[config.mk]
export PLATFORM = sky130hd
export DESIGN_NAME = rv_lsu
export DESIGN_NICKNAME = d
export VERILOG_FILES = /design/src/rtl/rv_lsu.sv
export SDC_FILE = /design/constraint.sdc
export NUM_CORES = 1
export LEC_CHECK = 0
export ABC_CLOCK_PERIOD_IN_PS = 2500
export BUFFER_PORTS_ARGS = -buffer_cell sky130_fd_sc_hd__buf_2
export CAP_MARGIN = 20
export CORE_UTILIZATION = 47
export CTS_CLUSTER_DIAMETER = 80
export DETAILED_ROUTE_END_ITERATION = 16
export HOLD_SLACK_MARGIN = 0.03
export PLACE_DENSITY = 0.8
export RECOVER_POWER = 25
export SLEW_MARGIN = 25
export SYNTH_ARGS = -nofsm -noshare
export SYNTH_HDL_FRONTEND = slang
export SYNTH_SLANG_ARGS = --single-unit
[constraint.sdc]
create_clock -name clk -period 2.5 [get_ports clk]
set_clock_uncertainty 0.05 [all_clocks]
set_input_delay 0.5 -clock clk [delete_from_list [all_inputs] [get_ports clk]]
set_output_delay 0.5 -clock clk [all_outputs]
set_load 0.005 [all_outputs]
[src/rtl/rv_lsu.sv]
// RV32I load/store unit: one outstanding access on a req/gnt/rvalid data port.
// Steers store bytes, extends load data and stalls the core until the access retires.
module rv_lsu #(
    parameter int ADDR_WIDTH = 32,
    parameter int DATA_WIDTH = 32
) (
    input  logic                  clk,
    input  logic                  reset,
    input  logic                  lsu_req_i,
    input  logic                  lsu_we_i,
    input  logic [1:0]            lsu_size_i,
    input  logic                  lsu_unsigned_i,
    input  logic [ADDR_WIDTH-1:0] lsu_addr_i,
    input  logic [DATA_WIDTH-1:0] lsu_wdata_i,
    output logic                  lsu_stall_o,
    output logic                  lsu_misalign_o,
    output logic [DATA_WIDTH-1:0] lsu_rdata_o,
    output logic                  lsu_rdata_valid_o,
    output logic                  mem_req_o,
    input  logic                  mem_gnt_i,
    output logic [ADDR_WIDTH-1:0] mem_addr_o,
    output logic                  mem_we_o,
    output logic [3:0]            mem_be_o,
    output logic [DATA_WIDTH-1:0] mem_wdata_o,
    input  logic                  mem_rvalid_i,
    input  logic [DATA_WIDTH-1:0] mem_rdata_i
);

    typedef enum logic [1:0] {IDLE, REQ, RESP, DONE} state_t;

    state_t                state_q, state_d;
    logic [ADDR_WIDTH-1:0] addr_q;
    logic                  we_q;
    logic [1:0]            size_q;
    logic                  uns_q;
    logic [1:0]            off_q;
    logic [3:0]            be_q;
    logic [DATA_WIDTH-1:0] wdata_q;
    logic [DATA_WIDTH-1:0] rdata_q;

    logic                  misaligned;
    logic                  accept;
    logic [3:0]            be_d;
    logic [DATA_WIDTH-1:0] wdata_d;
    logic [DATA_WIDTH-1:0] shifted;
    logic [DATA_WIDTH-1:0] ext;

    always_comb begin
        misaligned = 1'b0;
        be_d       = 4'hF;
        wdata_d    = lsu_wdata_i;
        case (lsu_size_i)
            2'd0: begin
                be_d    = 4'b0001 << lsu_addr_i[1:0];
                wdata_d = {4{lsu_wdata_i[7:0]}};
            end
            2'd1: begin
                misaligned = lsu_addr_i[0];
                be_d       = 4'b0011 << lsu_addr_i[1:0];
                wdata_d    = {2{lsu_wdata_i[15:0]}};
            end
            2'd2:    misaligned = |lsu_addr_i[1:0];
            default: misaligned = 1'b1;
        endcase
    end

    assign accept = lsu_req_i & ~misaligned;

    // Extraction uses the offset captured at accept; core inputs may change after IDLE.
    always_comb begin
        shifted = '0;
        ext     = mem_rdata_i;
        case (size_q)
            2'd0: begin
                shifted = mem_rdata_i >> {off_q, 3'b000};
                ext     = {{(DATA_WIDTH-8){~uns_q & shifted[7]}}, shifted[7:0]};
            end
            2'd1: begin
                shifted = mem_rdata_i >> {off_q[1], 4'b0000};
                ext     = {{(DATA_WIDTH-16){~uns_q & shifted[15]}}, shifted[15:0]};
            end
            default: ext = mem_rdata_i;
        endcase
    end

    always_comb begin
        state_d = state_q;
        case (state_q)
            IDLE:    if (accept)       state_d = REQ;
            REQ:     if (mem_gnt_i)    state_d = RESP;
            RESP:    if (mem_rvalid_i) state_d = DONE;
            default: state_d = IDLE;
        endcase
    end

    always_ff @(posedge clk) begin
        if (reset) begin
            state_q <= IDLE;
            addr_q  <= '0;
            we_q    <= 1'b0;
            size_q  <= 2'd0;
            uns_q   <= 1'b0;
            off_q   <= 2'd0;
            be_q    <= 4'h0;
            wdata_q <= '0;
            rdata_q <= '0;
        end else begin
            state_q <= state_d;
            if (state_q == IDLE && accept) begin
                addr_q  <= {lsu_addr_i[ADDR_WIDTH-1:2], 2'b00};
                we_q    <= lsu_we_i;
                size_q  <= lsu_size_i;
                uns_q   <= lsu_unsigned_i;
                off_q   <= lsu_addr_i[1:0];
                be_q    <= be_d;
                wdata_q <= wdata_d;
            end
            if (state_q == RESP && mem_rvalid_i && !we_q)
                rdata_q <= ext;
        end
    end

    assign mem_req_o         = (state_q == REQ);
    assign mem_addr_o        = addr_q;
    assign mem_we_o          = we_q;
    assign mem_be_o          = be_q;
    assign mem_wdata_o       = wdata_q;
    assign lsu_rdata_o       = rdata_q;
    assign lsu_rdata_valid_o = (state_q == DONE);
    assign lsu_stall_o       = ~reset & accept & (state_q != DONE);
    assign lsu_misalign_o    = ~reset & lsu_req_i & misaligned & (state_q == IDLE);

endmodule

# Yosys cells after proc, flatten, opt, wreduce, memory -nomap -nowiden

Index checks and enable logic that the tools add are counted.

Word-level logic and storage cells: 51
Flip-flop bits (word level): 106
Input port bits: 105

Equal/unequal tests: 10
Muxes and demuxes: 8
Shift operators: 4
Bitwise operators: 11
Reductions and logical operators: 9

Operator list:

| operator                                                               | number |
|---|---|
| 32-bit case mux with 2 select lines                                    | 2 |
| 32-bit by 5-bit right shift with 16-bit output                         | 1 |
| 32-bit by 5-bit right shift with 8-bit output                          | 1 |
| 1-bit AND                                                              | 8 |
| 4-bit case mux with 2 select lines                                     | 1 |
| 2-bit by 1-bit equality test with 1-bit output (second input constant) | 3 |
| 2-bit equality test (second input constant)                            | 3 |
| 2-bit zero test                                                        | 3 |
| 2-bit 2-to-1 mux                                                       | 3 |
| 2-bit != test (second input constant)                                  | 3 |
| 2-bit case mux with 3 select lines                                     | 1 |
| 1-bit by 2-bit << shifter with 4-bit output (first input constant)     | 1 |
| 2-bit by 2-bit << shifter with 4-bit output (first input constant)     | 1 |
| 1-bit logical AND                                                      | 3 |
| 1-bit NOT                                                              | 3 |
| 1-bit case mux with 3 select lines                                     | 1 |
| 3-bit AND reduction                                                    | 1 |
| 2-bit by 1-bit != test with 1-bit output (second input constant)       | 1 |
| 2-bit OR reduction                                                     | 1 |
| 1-bit zero test                                                        | 1 |

# Logic depth before layout (Yosys ltp)

Depth in word-level cells: 6
Depth in mapped cells: 8
Mapped depth without buffers: 6

# Least setup slack after synthesis

OpenSTA, ideal clock, no wires.

Path type: reg-to-reg
Start: register state_q[0]
End: register rdata_q[10], in the netlist lsu_rdata_o[10]
Clock period less this slack: 1.785 ns
Slack: 0.715 ns
Cell stages (with the launch flop): 8
Arrival time: 1.603 ns
Path through: dfxtp_1 -> inv_1 -> ha_1 -> or4bb_1 -> buf_2 -> a31o_2 -> a21oi_1 -> nor3_1

Cells in the longest elaborated chain, start to end: 3

RTL lines:

| item                            | line | source |
|---|---|---|
| from (decl)                     | 31   | `state_t state_q, state_d;` |
| from (signal assigned)          | 108  | `state_q <= state_d;` |
| 2-bit equality test             | 118  | `if (state_q == RESP && mem_rvalid_i && !we_q)` |
| 1-bit logical AND (2 in series) | 118  |  |
| to (signal assigned)            | 119  | `rdata_q <= ext;` |
| to (decl)                       | 39   | `logic [DATA_WIDTH-1:0] rdata_q;` |

Every way passes these cells.
A chain may end at the register's enable or synchronous reset.

# Worst setup path in the final report

Start: register state_q[0]
End: output lsu_misalign_o

Cells in the longest elaborated chain, start to end: 2

RTL lines:

| item            | line | source |
|---|---|---|
| 2-bit zero test | 131  | `assign lsu_misalign_o = ~reset & lsu_req_i & misaligned & (state_q == IDLE);` |
| 1-bit AND       | 131  |  |
| to (decl)       | 16   | `output logic lsu_misalign_o,` |

Every way passes these cells.

==> impl_results.md <==
* Leak pwr at 2.50 nW
* Post-synth top area cell: dfxtp_1
* Total negative slack at 0 ns
* Crit Path Class: flop to output port
* Warnings, synthesis at 0
* CP startpoint: state_q[0]
* Area share of the largest cell type after synthesis at 0.448
* Max incr delay on CP at 0.35 ns
* Clock sinks at 106
* CP delay by family, top: adder cells
* RSZ-0062 raised after global routing: no
* Post-synth EDFFs at 0
* Clk Latency, worst-skew pair at 0.36 ns
* Initial core utilization at 0.485
* Slew Viols, Final at 0
* Rows at 36
* GRT overflow at 0
* Chip width at 102 um
* Final hold violation count at 0
* Count leader, synth: nand2_1
* Synth top area cells: dfxtp_1 45%, nand2_1 12%, a21oi_1 6.8%, nor2_1 4.6%, mux2i_1 4.0%
* Mean Syn Cell Area at 8.00 sq um
* Max cap viols at 0
* Netlist cell types at 42
* Layout cells sized above 1 at 0.285
* Pin count of the biggest net entering global routing at 64
* Outcome: complete, no violations
* Met3 Routed Length at 1130 um
* Vias at 5004
* Drt drc at 0
* Fillers at 942
* Setup crit start kind: flop
* PD cells at 719 nW/um^2
* Clk buf depth at 2
* Arrival time at the worst endpoint at 1.54 ns
* Global router's overall resource usage at 0.250
* Initial antenna violation count at 2
* Post_cts resized at 0
* Drt wl/cell at 15.1 um
* Hold_ws at 0.318 ns
* Clock transition at the registers of the reported paths at 0.09 ns
* Post-Syn Area at 4740 sq um
* Placeable core area at 9770 sq um
* Hold Crit Class: primary input to flop
* Post-CTS Hold Buffers at 0
* Sequential area share after synthesis at 0.448
* Post-Synthesis Cells at 592
* Vias in the first global route at 4434
* # IOs at 210
* Worst r2r src: off_q[1]
* RePlAce Congestion at 0.829
* Iter 0 DRT Violations at 215
* Cell count after placement at 893
* Finished Layout Cells at 910
* Synth async-reset ratio at 0
* Die footprint at 10500 sq um
* Synth top cells by count: 146 x nand2_1, 106 x dfxtp_1, 64 x a21oi_1
* Global-route wire length before repair at 20400 um
* CTS Root Cell: clkbuf_8
* Top Metal Used: met4
* Port Buffers at 207
* CP Buf/Inv Count at 2
* Met1 Routed Length at 5410 um
* Met2 WL post-DR at 6780 um
* Total wire length at 13700 um
* CP max-delay cell: ha_1
* Main synth FF type: dfxtp_1
* CTS tree: built
* Critical hold path startpoint: lsu_addr_i[16]
* Worst vdd ir at 0.450 mV
* Max Clock Freq at 479 MHz
* Worst Path Max Fanout at 5
* TritonCTS Buffers at 9
* Worst Path Required at 1.95 ns
* Final Critical Period at 2.09 ns
* Fin crit share at 0.836
* Htree depth at 3
* Endpoints failing setup at 0
* Tot Pwr at 4.29 mW
* Setup crit end kind: output port
* Drt via density at 5.50
* #FFs+latches synth at 106
* Post-CTS Setup Bufs at 0
* Worst Tran Pin Value at 0.708 ns
* Dpl hpwl at 10200 um
* ANT nets after route at 0
* DRT Pass-1 Iters at 5
* Crit path cell chain: inv_1 -> ha_1 -> nand2_1 -> nor4_1 -> buf_2
* Worst slew margin at 0.525
* Final nets at 880
* Area growth, synth to finish at 26.0%
* Die Y at 102 um
## area by class of cell
| cell class | instances | area, sq um | share of cell area |
|---|---|---|---|
| Clock buffer | 14 | 183 | 0.0306 |
| Timing Repair Buffer | 220 | 1100 | 0.185 |
| Tap cell | 133 | 166 | 0.0279 |
| Antenna cell | 2 | 5.00 | 0.000839 |
| Clock inverter | 1 | 7.51 | 0.00126 |
| Sequential cell | 106 | 2120 | 0.356 |
| Multi-Input combinational cell | 426 | 2350 | 0.394 |
| Inverter | 8 | 30.0 | 0.00503 |
## kinds of logic after synthesis
kind of cell             synth area share
AO/OA/AOI/OAI                       0.205
adder cells (fa/ha/maj)            0.0106
buffers and inverters              0.0597
flip-flops                          0.448
multiplexers                       0.0616
other                            0.000792
AND/OR/NAND/NOR                     0.214
## state kept, by name, indices dropped and copies added, names as in the netlist
signal	flops
mem_we_o	1
off_q	2
mem_wdata_o	32
mem_addr_o	30
state_q	2
mem_be_o	4
size_q	2
lsu_rdata_o	32
uns_q	1
## worst min-delay path, stage by stage
cell     delay, ns
buf_2         0.10
nand2_1       0.04
a21oi_1       0.05
## routing by layer
metal	up-vias	track usage
li1	2398	-
met1	2355	0.288
met2	218	0.422
met3	33	0.0705
met4	0	0.132
met5	-	0
## placed cells by master, fill, tap and decap left out, types with 2 or more instances in the layout
master    instances
nor3_1           19
diode_2           2
clkbuf_8         13
a211oi_1         25
clkbuf_1         38
inv_1             7
ha_1              4
dfxtp_1         106
a21oi_1          64
nor2_1           58
conb_1            2
nand2_1         146
buf_4            13
buf_2           169
a311oi_1         11
mux2i_1          19
a31oi_1           8
o221a_2           7
o21ai_0          20
o211ai_1          8
nand3b_1          8
mux2_2            7
## through the flow
step	util	instance area, sq um	worst slack (ns)
after CTS	0.615	6010	0.384
after global placement	0.595	5820	0.558
after detailed placement	0.595	5820	0.451
after global routing	0.610	5970	0.282
final	0.610	5970	0.411
after floorplan	-	4740	0.715
## path summary, 6_finish.rpt
| path | end | depth (start not counted) | slack, ns |
|---|---|---|---|
| worst max-delay path | lsu_misalign_o | 5 | 0.41 |
| worst min-delay path | mem_addr_o[16] | 3 | 0.32 |
| worst max register to register | lsu_rdata_o[19] | 5 | 0.44 |
| worst min register to register | mem_wdata_o[7] | 2 | 0.41 |
## power breakdown
part	leakage [nW]	switching, mW	internal, mW	total, mW
registers	0.863	0.129	1.91	2.04
logic	1.54	0.716	0.517	1.23
clock network	0.0948	0.546	0.467	1.01
total	2.50	1.39	2.90	4.29
Power figures use the tool's default switching activity.
